[src/rtl/pipeline_hazard_ctrl_if.sv]
// Hazard-control bus between the datapath and pipeline_hazard_ctrl.
// master: datapath side (drives hazard info, consumes stage enables/flushes).
// slave : controller side.
interface pipeline_hazard_ctrl_if #(
  parameter int REG_AW = 5,
  parameter int CNT_W  = 32
);
  logic [REG_AW-1:0] id_rs;
  logic [REG_AW-1:0] id_rt;
  logic              id_uses_rs;
  logic              id_uses_rt;
  logic              ex_mem_read;
  logic [REG_AW-1:0] ex_rd;
  logic              branch_taken;
  logic              mc_start;
  logic              mc_done;
  logic              pc_en;
  logic              if_id_en;
  logic              id_ex_en;
  logic              ex_mem_en;
  logic              mem_wb_en;
  logic              if_id_flush;
  logic              id_ex_flush;
  logic              ex_mem_flush;
  logic [CNT_W-1:0]  stall_cnt;

  modport master (
    output id_rs, id_rt, id_uses_rs, id_uses_rt, ex_mem_read, ex_rd,
           branch_taken, mc_start, mc_done,
    input  pc_en, if_id_en, id_ex_en, ex_mem_en, mem_wb_en,
           if_id_flush, id_ex_flush, ex_mem_flush, stall_cnt
  );

  modport slave (
    input  id_rs, id_rt, id_uses_rs, id_uses_rt, ex_mem_read, ex_rd,
           branch_taken, mc_start, mc_done,
    output pc_en, if_id_en, id_ex_en, ex_mem_en, mem_wb_en,
           if_id_flush, id_ex_flush, ex_mem_flush, stall_cnt
  );
endinterface

[src/rtl/pipeline_hazard_ctrl.sv]
// Five-stage pipeline sequencer: stage-register enables and bubble flushes
// for load-use stalls, taken branches and multi-cycle EX ops.
// Optional feature macro: STALL_COUNTER_EN (stall-cycle performance counter).
module pipeline_hazard_ctrl #(
  parameter int REG_AW = 5,
  parameter int CNT_W  = 32
) (
  input  logic                   Clock,
  input  logic                   Reset,
  input  logic                   Tick,
  pipeline_hazard_ctrl_if.slave  hz
);

  typedef enum logic {RUN, MC_WAIT} state_t;

  state_t            state, nxt;
  logic [REG_AW-1:0] ex_rd;
  logic              load_use;
  logic              go;
  // {pc, if_id, id_ex, ex_mem, mem_wb, if_id_fl, id_ex_fl, ex_mem_fl}
  logic [7:0]        ctl;

  assign ex_rd = hz.ex_rd;
  assign go    = Tick & Reset;

  // Load-use: ID reads the register a load in EX has not yet produced.
  assign load_use = hz.ex_mem_read && (ex_rd != '0) &&
                    ((hz.id_uses_rs && (hz.id_rs == ex_rd)) ||
                     (hz.id_uses_rt && (hz.id_rt == ex_rd)));

  // Priority decode: MC_WAIT > mc_start > branch > load-use.
  always_comb begin
    ctl = 8'b11111_000;
    nxt = state;
    if (state == MC_WAIT) begin
      if (hz.mc_done) nxt = RUN;          // result captured, front resumes
      else            ctl = 8'b00011_001; // front frozen, bubbles to MEM
    end else if (hz.mc_start) begin
      if (!hz.mc_done) begin              // same-cycle done = 1-cycle op
        ctl = 8'b00001_000;
        nxt = MC_WAIT;
      end
    end else if (hz.branch_taken) begin
      ctl = 8'b11111_110;                 // squash IF and ID, PC takes target
    end else if (load_use) begin
      ctl = 8'b00111_010;                 // hold IF/ID+PC, one bubble into EX
    end
  end

  assign {hz.pc_en, hz.if_id_en, hz.id_ex_en, hz.ex_mem_en, hz.mem_wb_en,
          hz.if_id_flush, hz.id_ex_flush, hz.ex_mem_flush} = ctl & {8{go}};

  // State advances only on Tick; Reset drops any pending multi-cycle wait.
  always_ff @(posedge Clock or negedge Reset) begin
    if (!Reset)    state <= RUN;
    else if (Tick) state <= nxt;
  end

`ifdef STALL_COUNTER_EN
  logic [CNT_W-1:0] cnt_q;

  // Count stepped cycles in which the PC is held.
  always_ff @(posedge Clock or negedge Reset) begin
    if (!Reset)               cnt_q <= '0;
    else if (Tick && !ctl[7]) cnt_q <= cnt_q + 1'b1;
  end

  assign hz.stall_cnt = cnt_q;
`else
  assign hz.stall_cnt = {CNT_W{1'b0}};
`endif

endmodule

[src/flat_wrapper.sv]
// flat-port wrapper written by rule: the top's interface ports become plain ports
module pipeline_hazard_ctrl_flat 
#(
  parameter int REG_AW = 5,
  parameter int CNT_W  = 32
)
  (Clock, Reset, Tick, hz_id_rs, hz_id_rt, hz_id_uses_rs, hz_id_uses_rt, hz_ex_mem_read, hz_ex_rd, hz_branch_taken, hz_mc_start, hz_mc_done, hz_pc_en, hz_if_id_en, hz_id_ex_en, hz_ex_mem_en, hz_mem_wb_en, hz_if_id_flush, hz_id_ex_flush, hz_ex_mem_flush, hz_stall_cnt);
  pipeline_hazard_ctrl_if #(.REG_AW(REG_AW), .CNT_W(CNT_W)) hz_i ();
  input  logic Clock;
  input  logic Reset;
  input  logic Tick;
  input wire logic [$bits(hz_i.id_rs)-1:0] hz_id_rs;
  input wire logic [$bits(hz_i.id_rt)-1:0] hz_id_rt;
  input wire logic [$bits(hz_i.id_uses_rs)-1:0] hz_id_uses_rs;
  input wire logic [$bits(hz_i.id_uses_rt)-1:0] hz_id_uses_rt;
  input wire logic [$bits(hz_i.ex_mem_read)-1:0] hz_ex_mem_read;
  input wire logic [$bits(hz_i.ex_rd)-1:0] hz_ex_rd;
  input wire logic [$bits(hz_i.branch_taken)-1:0] hz_branch_taken;
  input wire logic [$bits(hz_i.mc_start)-1:0] hz_mc_start;
  input wire logic [$bits(hz_i.mc_done)-1:0] hz_mc_done;
  output wire logic [$bits(hz_i.pc_en)-1:0] hz_pc_en;
  output wire logic [$bits(hz_i.if_id_en)-1:0] hz_if_id_en;
  output wire logic [$bits(hz_i.id_ex_en)-1:0] hz_id_ex_en;
  output wire logic [$bits(hz_i.ex_mem_en)-1:0] hz_ex_mem_en;
  output wire logic [$bits(hz_i.mem_wb_en)-1:0] hz_mem_wb_en;
  output wire logic [$bits(hz_i.if_id_flush)-1:0] hz_if_id_flush;
  output wire logic [$bits(hz_i.id_ex_flush)-1:0] hz_id_ex_flush;
  output wire logic [$bits(hz_i.ex_mem_flush)-1:0] hz_ex_mem_flush;
  output wire logic [$bits(hz_i.stall_cnt)-1:0] hz_stall_cnt;
  assign hz_i.id_rs = hz_id_rs;
  assign hz_i.id_rt = hz_id_rt;
  assign hz_i.id_uses_rs = hz_id_uses_rs;
  assign hz_i.id_uses_rt = hz_id_uses_rt;
  assign hz_i.ex_mem_read = hz_ex_mem_read;
  assign hz_i.ex_rd = hz_ex_rd;
  assign hz_i.branch_taken = hz_branch_taken;
  assign hz_i.mc_start = hz_mc_start;
  assign hz_i.mc_done = hz_mc_done;
  assign hz_pc_en = hz_i.pc_en;
  assign hz_if_id_en = hz_i.if_id_en;
  assign hz_id_ex_en = hz_i.id_ex_en;
  assign hz_ex_mem_en = hz_i.ex_mem_en;
  assign hz_mem_wb_en = hz_i.mem_wb_en;
  assign hz_if_id_flush = hz_i.if_id_flush;
  assign hz_id_ex_flush = hz_i.id_ex_flush;
  assign hz_ex_mem_flush = hz_i.ex_mem_flush;
  assign hz_stall_cnt = hz_i.stall_cnt;
  pipeline_hazard_ctrl #(.REG_AW(REG_AW), .CNT_W(CNT_W)) u_core (.Clock(Clock), .Reset(Reset), .Tick(Tick), .hz(hz_i));
endmodule
[config.mk]
export PLATFORM = sky130hd
export DESIGN_NAME = pipeline_hazard_ctrl_flat
export DESIGN_NICKNAME = d
export VERILOG_FILES = /design/src/rtl/pipeline_hazard_ctrl_if.sv /design/src/rtl/pipeline_hazard_ctrl.sv /design/src/flat_wrapper.sv
export SDC_FILE = /design/constraint.sdc
export NUM_CORES = 1
export LEC_CHECK = 0
export BUFFER_PORTS_ARGS = -buffer_cell sky130_fd_sc_hd__buf_4
export CAP_MARGIN = 0
export CORE_MARGIN = 5
export CORE_UTILIZATION = 31
export CTS_BUF_LIST = sky130_fd_sc_hd__clkbuf_8 sky130_fd_sc_hd__clkbuf_16
export CTS_CLUSTER_SIZE = 12
export DETAILED_ROUTE_END_ITERATION = 10
export PLACE_DENSITY = 0.79
export SLEW_MARGIN = 15
export SYNTH_ARGS = -nofsm -noshare
export SYNTH_HDL_FRONTEND = slang
export SYNTH_SLANG_ARGS = --single-unit
[constraint.sdc]
create_clock -name Clock -period 1.4 [get_ports Clock]
set_input_delay 0.07 -clock Clock [delete_from_list [all_inputs] [get_ports Clock]]
set_output_delay 0.07 -clock Clock [all_outputs]
set_load 0.01 [all_outputs]
==> results of run 1 <==
==> report_power, final <==
group / switching [uW] / internal (uW) / leakage, uW
registers: 2.49 / 32.8 / 0.0000121
logic: 93.7 / 84.5 / 0.000347
clock network: 0 / 0 / 0
total: 96.2 / 117 / 0.000359
==> cells by family (layout without fill, tap and decap cells) <==
logic type	after synthesis	count (layout)
flip-flops	1	1
buffers and inverters	34	34
AO/OA/AOI/OAI	6	6
other	1	32
XOR/XNOR	10	10
AND/OR/NAND/NOR	14	14
==> final timing paths <==
path                                           from                  endpoint  slack [ns]
max                                     hz_ex_rd[1]                  hz_pc_en        0.09
min                                            Tick  u_core.state$_DFFE_PN0P_        0.27
max reg2reg                u_core.state$_DFFE_PN0P_  u_core.state$_DFFE_PN0P_        0.59
min reg2reg                u_core.state$_DFFE_PN0P_  u_core.state$_DFFE_PN0P_        0.67
max in group asynchronous                     Reset  u_core.state$_DFFE_PN0P_        0.92
min in group asynchronous                     Reset  u_core.state$_DFFE_PN0P_        0.38
==> worst max-delay path: stages <==
cell,delay [ns]
buf_4,0.13
or4_4,0.52
o21ai_2,0.16
or4_1,0.12
o21a_1,0.12
buf_4,0.12
==> layout by cell type, fill, tap and decap left out, drive strengths merged, types with 2 or more instances in the layout <==
cell / Yosys / layout
a21oi: 2 / 2
buf: 33 / 32
conb: 1 / 32
nor2: 4 / 4
nor3b: 2 / 2
nor4: 2 / 2
or4: 3 / 3
xnor2: 2 / 2
xor2: 8 / 8
==> layout make-up <==
cell class | count | share of cell area [%]
flip-flops and latches | 1 | 3.94
repair buffers | 33 | 39.4
well taps | 16 | 3.16
multi-input cells | 62 | 52.9
inverters | 1 | 0.592
==> what timing repair did <==
| action | in CTS | in global routing |
|---|---|---|
| endpoints found under the setup margin | 0 | 2 |
| hold endpoints to repair | 1 | 0 |
| hold buffers | 1 | 0 |
| resized for setup | 0 | 2 |
==> routing by layer <==
| metal | global-route usage, % | vias up |
|---|---|---|
| li1 | - | 215 |
| met1 | 7.90 | 196 |
| met3 | 0.301 | 0 |
| met4 | 0 | 0 |
| met5 | 0 | - |
| met2 | 16.9 | 26 |
==> per-stage QoR <==
step	hold WS (ns)	std cells	area, um^2
global route	0.286	113	634
CTS	0.275	113	627
finish	0.272	113	634
floorplan	-0.226	97	604
detailed placement	-0.148	112	617
global placement	-0.149	112	617
==> flow_metrics.py, run 1 <==
metrics = {
    "cells_and_area": {
        "nNetsFinal": 123,
        "synth_to_layout_area_growth_pct": 30.0,
        "area.sequential_um2": 25.0,
        "multi_input_area_um2": 335,
        "largest_register_ff_count": 1,
        "drive_above_1_share_pct": 35.1,
        "final_util_pct": 42.1,
        "registers.top_by_ff_count": "u_core.state",
        "fillers": 155,
        "n_antenna_cell": 0,
        "largest_registers": "u_core.state (1)",
    },
    "detailed_routing": {
        "max_used_layer": "met3",
        "wl_met1_um": 340,
        "wl_per_cell_um": 10.3,
        "detail_route.first_pass.iterations": 2,
        "detail_route.vias_per_cell": 3.87,
        "dr.first_iter.drc_count": 1,
        "detail_route.drc_violations": 0,
        "met3_length_um": 117,
        "route.vias.total": 437,
        "routed_wirelength_mm": 1.16,
        "drt.antenna.violating_nets": 0,
        "wl_met2_um": 706,
    },
    "critical_path": {
        "setup_crit_start_kind": "input port",
        "cp.arrival_ns": 1.24,
        "r2r.worst_path.cells": 3,
        "worst-path-max-fanout": 3,
        "setup.worst_path.class": "in -> out",
        "timing.critical_path.required_ns": 1.33,
        "crit_path_end_kind": "primary output",
    },
    "global_route": {
        "antenna_found_initial": 0,
        "total_global_routing_track_utilization_pct": 7.66,
        "grt_first_pass_wirelength_mm": 1.60,
        "overflow": 0,
        "grt_max_degree": 6,
        "first_global_vias": 377,
    },
    "placed_design": {
        "port-buffer-count": 31,
        "routabilityCongestion": 0.778,
        "detailedPlacementHpwl_mm": 1.12,
        "pre_cts_slack_ns": 0.0860,
    },
    "logic_synthesis": {
        "synth.most_common_cell": "buf_4",
        "yosys-mux-area-fraction_pct": 0,
        "synth_largest_area_cell": "buf_4",
        "postSynthCellCount": 66,
        "synth_top_area_share_pct": 50.8,
        "synthArstFlopShare_pct": 100,
        "synth_flop_cell": "dfrtp_1",
        "synth.top_cells.by_count": "buf_4, xor2_1, nor2_1, or4_1",
        "synth_warnings": 0,
        "syn_area_um2": 488,
        "netlist_top_cells_area": "buf_4, xor2_1, dfrtp_1, or4_1, xnor2_1",
        "synthDistinctLibCells": 18,
        "synth_seq_cells": 1,
        "synth.yosys.seq_area_share_pct": 5.13,
        "post_synth_xor_area_fraction_pct": 17.9,
        "syn_avg_cell_area_um2": 7.39,
        "synth-edff-count": 0,
        "post_synth_adder_cell_area_pct": 0,
        "post_synth_and_or_nand_nor_area_fraction_pct": 16.7,
        "synth_compound_gate_area_share_pct": 7.95,
        "largest_family_of_logic_cells_by_synthesized_area": "buffers and inverters",
    },
    "pwr": {
        "ir_drop_mv": 0.207,
        "power_density_nw_per_um2": 337,
        "total_leakage_power_uw": 0.000359,
        "totalPowerFinal_uw": 213,
    },
    "floorplanning": {
        "floorplan.initialDensity_pct": 32.4,
        "floorplan.die.height_um": 49.7,
        "floorplan_die_area_um2": 2470,
        "core_um2": 1510,
        "io-pin-count": 64,
        "dieWidth_um": 49.7,
        "rows": 14,
    },
    "worst_hold_path": {
        "hold_path_class": "in -> reg",
        "min_delay_path_depth": 2,
    },
    "sta": {
        "slew_violations": 0,
        "finalHoldViolCount": 0,
        "layout_worst_path_cycle_share_pct": 93.5,
        "fmax_mhz": 764,
        "fin_setup_tns_ns": 0,
        "setup_ws_final_ns": 0.0904,
        "setup_violations": 0,
        "layout_min_cycle_time_ns": 1.31,
        "clock_skew_ns": 0,
    },
    "run_status": {
        "run_status": "complete, no violations",
    },
    "clock_tree": {
        "worst_skew_pair.late_latency_ns": 0,
        "clk_pin_slew_ns": 0,
        "post-cts-setup-buffers": 0,
    },
    "flow_run": {
        "max-cap-violations": 0,
    },
}
Power figures use the tool's default switching activity.
==> run 2: changes to the inputs <==
BUFFER_PORTS_ARGS = not set   (was -buffer_cell sky130_fd_sc_hd__buf_4)
CORE_AREA = 5 5 42 44   (was not set)
CORE_MARGIN = not set   (was 5)
CORE_UTILIZATION = not set   (was 31)
DIE_AREA = 0 0 47 49   (was not set)
DONT_BUFFER_PORTS = 1   (was not set)
PLACE_DENSITY = not set   (was 0.79)
==> run 2 against run 1 <==
  * Worst setup slack gained 0.046 ns
  * Combinational power down 45%
  * Largest cell class unchanged
  * Global-route usage is 0.28 points higher
  * Flip-flop and latch count unchanged
  * Design area shrank 38%
  * Core utilization fell by 14 points
  * Cell count decreased by 27%
==> flow_metrics.py, run 2 (same netlist as run 1, synthesis figures left out) <==
metrics = {
    "placed_design": {
        "dpl.cell_count": 81,
        "detailedPlacementHpwl_um": 988,
        "routabilityCongestion": 0.579,
        "port-buffer-count": 0,
        "pre_cts_slack_ns": 0.140,
    },
    "sta": {
        "setup_ws_final_ns": 0.137,
        "fmax_mhz": 792,
        "finalHoldViolCount": 0,
        "setup_violations": 0,
        "layout_worst_path_cycle_share_pct": 90.2,
        "slew_violations": 0,
        "rsz0062_at_grt": "false",
        "fin_setup_tns_ns": 0,
        "layout_min_cycle_time_ns": 1.26,
        "clock_skew_ns": 0,
    },
    "flow_run": {
        "max-cap-violations": 0,
    },
    "detailed_routing": {
        "drt.antenna.violating_nets": 0,
        "detail_route.first_pass.iterations": 1,
        "routed_wirelength_mm": 1.04,
        "dr.first_iter.drc_count": 0,
        "detail_route.drc_violations": 0,
        "detail_route.vias_per_cell": 3.96,
        "route.vias.total": 325,
        "wl_per_cell_um": 12.6,
    },
    "cells_and_area": {
        "registers.top_by_ff_count": "u_core.state",
        "largest_register_ff_count": 1,
        "fin_cells": 82,
        "layout_commonest_cell": "conb_1",
        "commonest_non_fill_non_tap_cells_in_the_layout": "conb_1, xor2_1, nor2_1",
        "drive_above_1_share_pct": 1.52,
        "n_antenna_cell": 0,
        "largest_registers": "u_core.state (1)",
        "fillers": 164,
        "final_util_pct": 28.1,
        "synth_to_layout_area_growth_pct": -19.2,
        "nNetsFinal": 92,
    },
    "critical_path": {
        "critical_path.max_stage_delay_ns": 0.52,
        "reg2reg_slack_ns": 0.69,
        "cpMaxStageDelayCell": "or4_1",
        "timing.critical_path.required_ns": 1.33,
        "crit_path_end_kind": "primary output",
        "setup.worst_path.class": "reg -> out",
        "timing.critical_path.cells": "or4_1, o21a_1",
        "setup_crit_start_kind": "flop",
        "worst-path-max-fanout": 6,
        "cp.arrival_ns": 1.19,
    },
    "global_route": {
        "total_global_routing_track_utilization_pct": 7.94,
        "overflow": 0,
        "grt_max_degree": 7,
        "antenna_found_initial": 0,
        "grt_first_pass_wirelength_mm": 1.46,
        "first_global_vias": 319,
    },
    "pwr": {
        "total_leakage_power_uw": 0.000204,
        "ir_drop_mv": 0.135,
        "power_density_nw_per_um2": 341,
        "totalPowerFinal_uw": 134,
    },
    "run_status": {
        "run_status": "complete, no violations",
    },
    "floorplanning": {
        "rows": 14,
        "dieWidth_um": 47,
        "floorplan.initialDensity_pct": 34.8,
        "floorplan.die.height_um": 49,
        "io-pin-count": 64,
        "core_um2": 1400,
        "floorplan_die_area_um2": 2300,
    },
    "clock_tree": {
        "post-cts-setup-buffers": 0,
        "clk_pin_slew_ns": 0,
        "cts_repair_resize_count": 0,
        "worst_skew_pair.late_latency_ns": 0,
        "cts_hold_repair.buffers": 1,
    },
    "worst_hold_path": {
        "hold_path_class": "in -> reg",
    },
}
-- run 2: final cells by class --
class	instances	area, um^2	area share (%)
Multi-Input combinational cell	62	328	83.2
Inverter	1	3.75	0.952
Timing Repair Buffer	2	17.5	4.44
Sequential cell	1	25.0	6.35
Tap cell	16	20.0	5.08
-- run 2: metal layers --
metal | wire length, um | global-route usage (%)
met5 | 0 | 0
met4 | 0 | 0
met1 | 255 | 6.99
met2 | 535 | 14.7
met3 | 246 | 5.90
-- run 2: final timing paths --
check,startpoint,to,depth (start not counted)
max,u_core.state$_DFFE_PN0P_,hz_pc_en,2
min,hz_mc_done,u_core.state$_DFFE_PN0P_,1
max reg2reg,u_core.state$_DFFE_PN0P_,u_core.state$_DFFE_PN0P_,2
min reg2reg,u_core.state$_DFFE_PN0P_,u_core.state$_DFFE_PN0P_,2
max in group asynchronous,Reset,u_core.state$_DFFE_PN0P_,1
min in group asynchronous,Reset,u_core.state$_DFFE_PN0P_,1
-- run 2: report_power, final --
group	switching, uW	internal (uW)	leakage (uW)
Combinational	67.5	29.7	0.000192
Sequential	4.41	32.8	0.0000121
Clock	0	0	0
Total	72.0	62.5	0.000204
-- run 2: stage by stage --
| stage | cell area (um^2) | hold WS (ns) |
|---|---|---|
| floorplan | 604 | -0.226 |
| global placement | 384 | -0.226 |
| detailed placement | 384 | -0.226 |
| CTS | 394 | 0.166 |
| global route | 394 | 0.178 |
| finish | 394 | 0.163 |
-- run 2: critical path, delay by kind of cell, from the launching register on --
family | cells | cell delay (ns)
compound gates | 1 | 0.27
flops | 1 | 0.40
simple gates | 1 | 0.52
==> run 3: changes to the inputs <==
GPL_TIMING_DRIVEN = 0   (was not set)
==> run 3 against run 2 <==
  * Core utilization grew 18 points
  * Critical path depth grew 1
  * Worst setup slack lost 0.096 ns
==> flow_metrics.py, run 3 (same netlist as run 1, synthesis figures left out) <==
metrics = {
    "run_status": {
        "run_status": "complete, no violations",
    },
    "critical_path": {
        "setup.worst_path.class": "reg -> out",
        "worst_r2r_startpoint": "u_core.state$_DFFE_PN0P_",
        "cp.arrival_ns": 1.29,
        "setup_crit_start_kind": "flop",
        "reg2reg_slack_ns": 0.60,
        "crit_path_end_kind": "primary output",
        "r2r.worst_path.cells": 3,
        "timing.critical_path.required_ns": 1.33,
        "crit-reg2reg-capture": "u_core.state$_DFFE_PN0P_",
        "worst-path-max-fanout": 3,
    },
    "pwr": {
        "power.internal_uw": 126,
        "ir_drop_mv": 0.173,
        "clockPowerShare_pct": 0,
        "power_density_nw_per_um2": 322,
        "seqPwrFrac_pct": 16.7,
        "total_switching_power_uw": 83.6,
        "totalPowerFinal_uw": 210,
        "power.switching_fraction_pct": 39.8,
        "total_leakage_power_uw": 0.000387,
        "combPwrFrac_pct": 83.3,
    },
    "global_route": {
        "total_global_routing_track_utilization_pct": 8.51,
        "grt_first_pass_wirelength_mm": 1.56,
        "grt_max_degree": 7,
        "antenna_found_initial": 0,
        "overflow": 0,
        "first_global_vias": 380,
    },
    "sta": {
        "layout_min_cycle_time_ns": 1.36,
        "fin_setup_tns_ns": 0,
        "finalHoldViolCount": 0,
        "clock_skew_ns": 0,
        "slew_violations": 0,
        "layout_worst_path_cycle_share_pct": 97.1,
        "setup_violations": 0,
        "rsz0062_at_grt": "false",
        "fmax_mhz": 736,
    },
    "cells_and_area": {
        "fillers": 158,
        "commonest_non_fill_non_tap_cells_in_the_layout": "buf_4, conb_1, xor2_1",
        "largest_register_ff_count": 1,
        "area.sequential_um2": 25.0,
        "synth_to_layout_area_growth_pct": 33.8,
        "n_antenna_cell": 0,
        "drive_above_1_share_pct": 36.4,
        "registers.top_by_ff_count": "u_core.state",
        "largest_registers": "u_core.state (1)",
        "multi_input_area_um2": 339,
        "layout_commonest_cell": "buf_4",
        "nNetsFinal": 125,
    },
    "detailed_routing": {
        "drt.antenna.violating_nets": 0,
        "route.vias.total": 402,
        "routed_wirelength_mm": 1.12,
        "detail_route.drc_violations": 0,
        "detail_route.vias_per_cell": 3.50,
        "wl_per_cell_um": 9.73,
        "detail_route.first_pass.iterations": 1,
        "dr.first_iter.drc_count": 0,
    },
    "worst_hold_path": {
        "min_delay_path_depth": 1,
        "hold_path_startpoint": "hz_mc_done",
        "hold_path_class": "in -> reg",
        "worstHoldEndpoint": "u_core.state$_DFFE_PN0P_",
    },
    "floorplanning": {
        "io-pin-count": 64,
        "floorplan_die_area_um2": 2300,
        "floorplan.die.height_um": 49,
        "rows": 14,
        "floorplan.initialDensity_pct": 34.8,
        "core_um2": 1400,
        "dieWidth_um": 47,
    },
    "flow_run": {
        "max-cap-violations": 0,
    },
    "placed_design": {
        "port-buffer-count": 0,
        "routabilityCongestion": 0.583,
    },
    "clock_tree": {
        "worst_skew_pair.late_latency_ns": 0,
        "clk_pin_slew_ns": 0,
    },
}
run 3: cell types whose count changed in the layout (fill, tap and decap cells not counted):
cell,previous run,this run
buf_4,1,34
o21a_1,1,0
o21a_4,0,1
or4_1,3,2
or4_4,0,1
run 3: power groups by stage:
stage / Sequential [uW] / Clock (uW) / Combinational [uW]
floorplan: 35.9 / 0 / 152
global placement: 36.5 / 0 / 158
detailed placement: 36.7 / 0 / 159
CTS: 36.8 / 0 / 161
global route: 35.3 / 0 / 192
finish: 35.1 / 0 / 175
run 3: what timing repair did:
action,CTS,global route
hold buffers,1,0
resized for setup,0,2
hold endpoints to repair,1,0
endpoints found under the setup margin,0,1
setup buffers,0,1
run 3: routing by layer:
metal  vias to the layer above  track usage [%]  share of wire (%)
met5                         -                0                  0
met4                         0                0                  0
met3                         0             5.54                 22
met2                        31             15.4                 49
met1                       153             8.32                 29
li1                        218                -                  -
run 3: cell type report:
type / instances / share of cell area [%]
flip-flops and latches: 1 / 3.83
inverters: 1 / 0.575
repair buffers: 2 / 2.68
plain buffers: 33 / 37.9
well taps: 16 / 3.07
multi-input cells: 62 / 51.9
run 3: how the worst max path moves through the flow:
stage	from	endpoint	slack, ns	cells after the start
finish	u_core.state$_DFFE_PN0P_	hz_pc_en	0.04	3
global route	u_core.state$_DFFE_PN0P_	hz_pc_en	0.02	3
CTS	u_core.state$_DFFE_PN0P_	hz_pc_en	0.006	3
detailed placement	u_core.state$_DFFE_PN0P_	hz_pc_en	0.01	3
global placement	u_core.state$_DFFE_PN0P_	hz_pc_en	0.02	3
floorplan	u_core.state$_DFFE_PN0P_	hz_pc_en	0.06	3
run 3: worst max-delay path, stage by stage (launching register included):
cell	delay [ns]
dfrtp_1	0.37
or4_4	0.54
o21a_4	0.24
buf_4	0.14
run 3: stage by stage:
step / cell area, um^2 / setup slack, ns / hold slack, ns / utilization (%) / std cells
3_3_place_gp: 624 / 0.0208 / -0.226 / 44.6 / 113
6_report: 653 / 0.0411 / 0.167 / 46.6 / 115
5_1_grt: 653 / 0.0214 / 0.169 / 46.6 / 115
2_1_floorplan: 604 / 0.0638 / -0.226 / - / 97
3_5_place_dp: 624 / 0.0128 / -0.226 / 44.6 / 113
4_1_cts: 634 / 0.00624 / 0.170 / 45.3 / 114
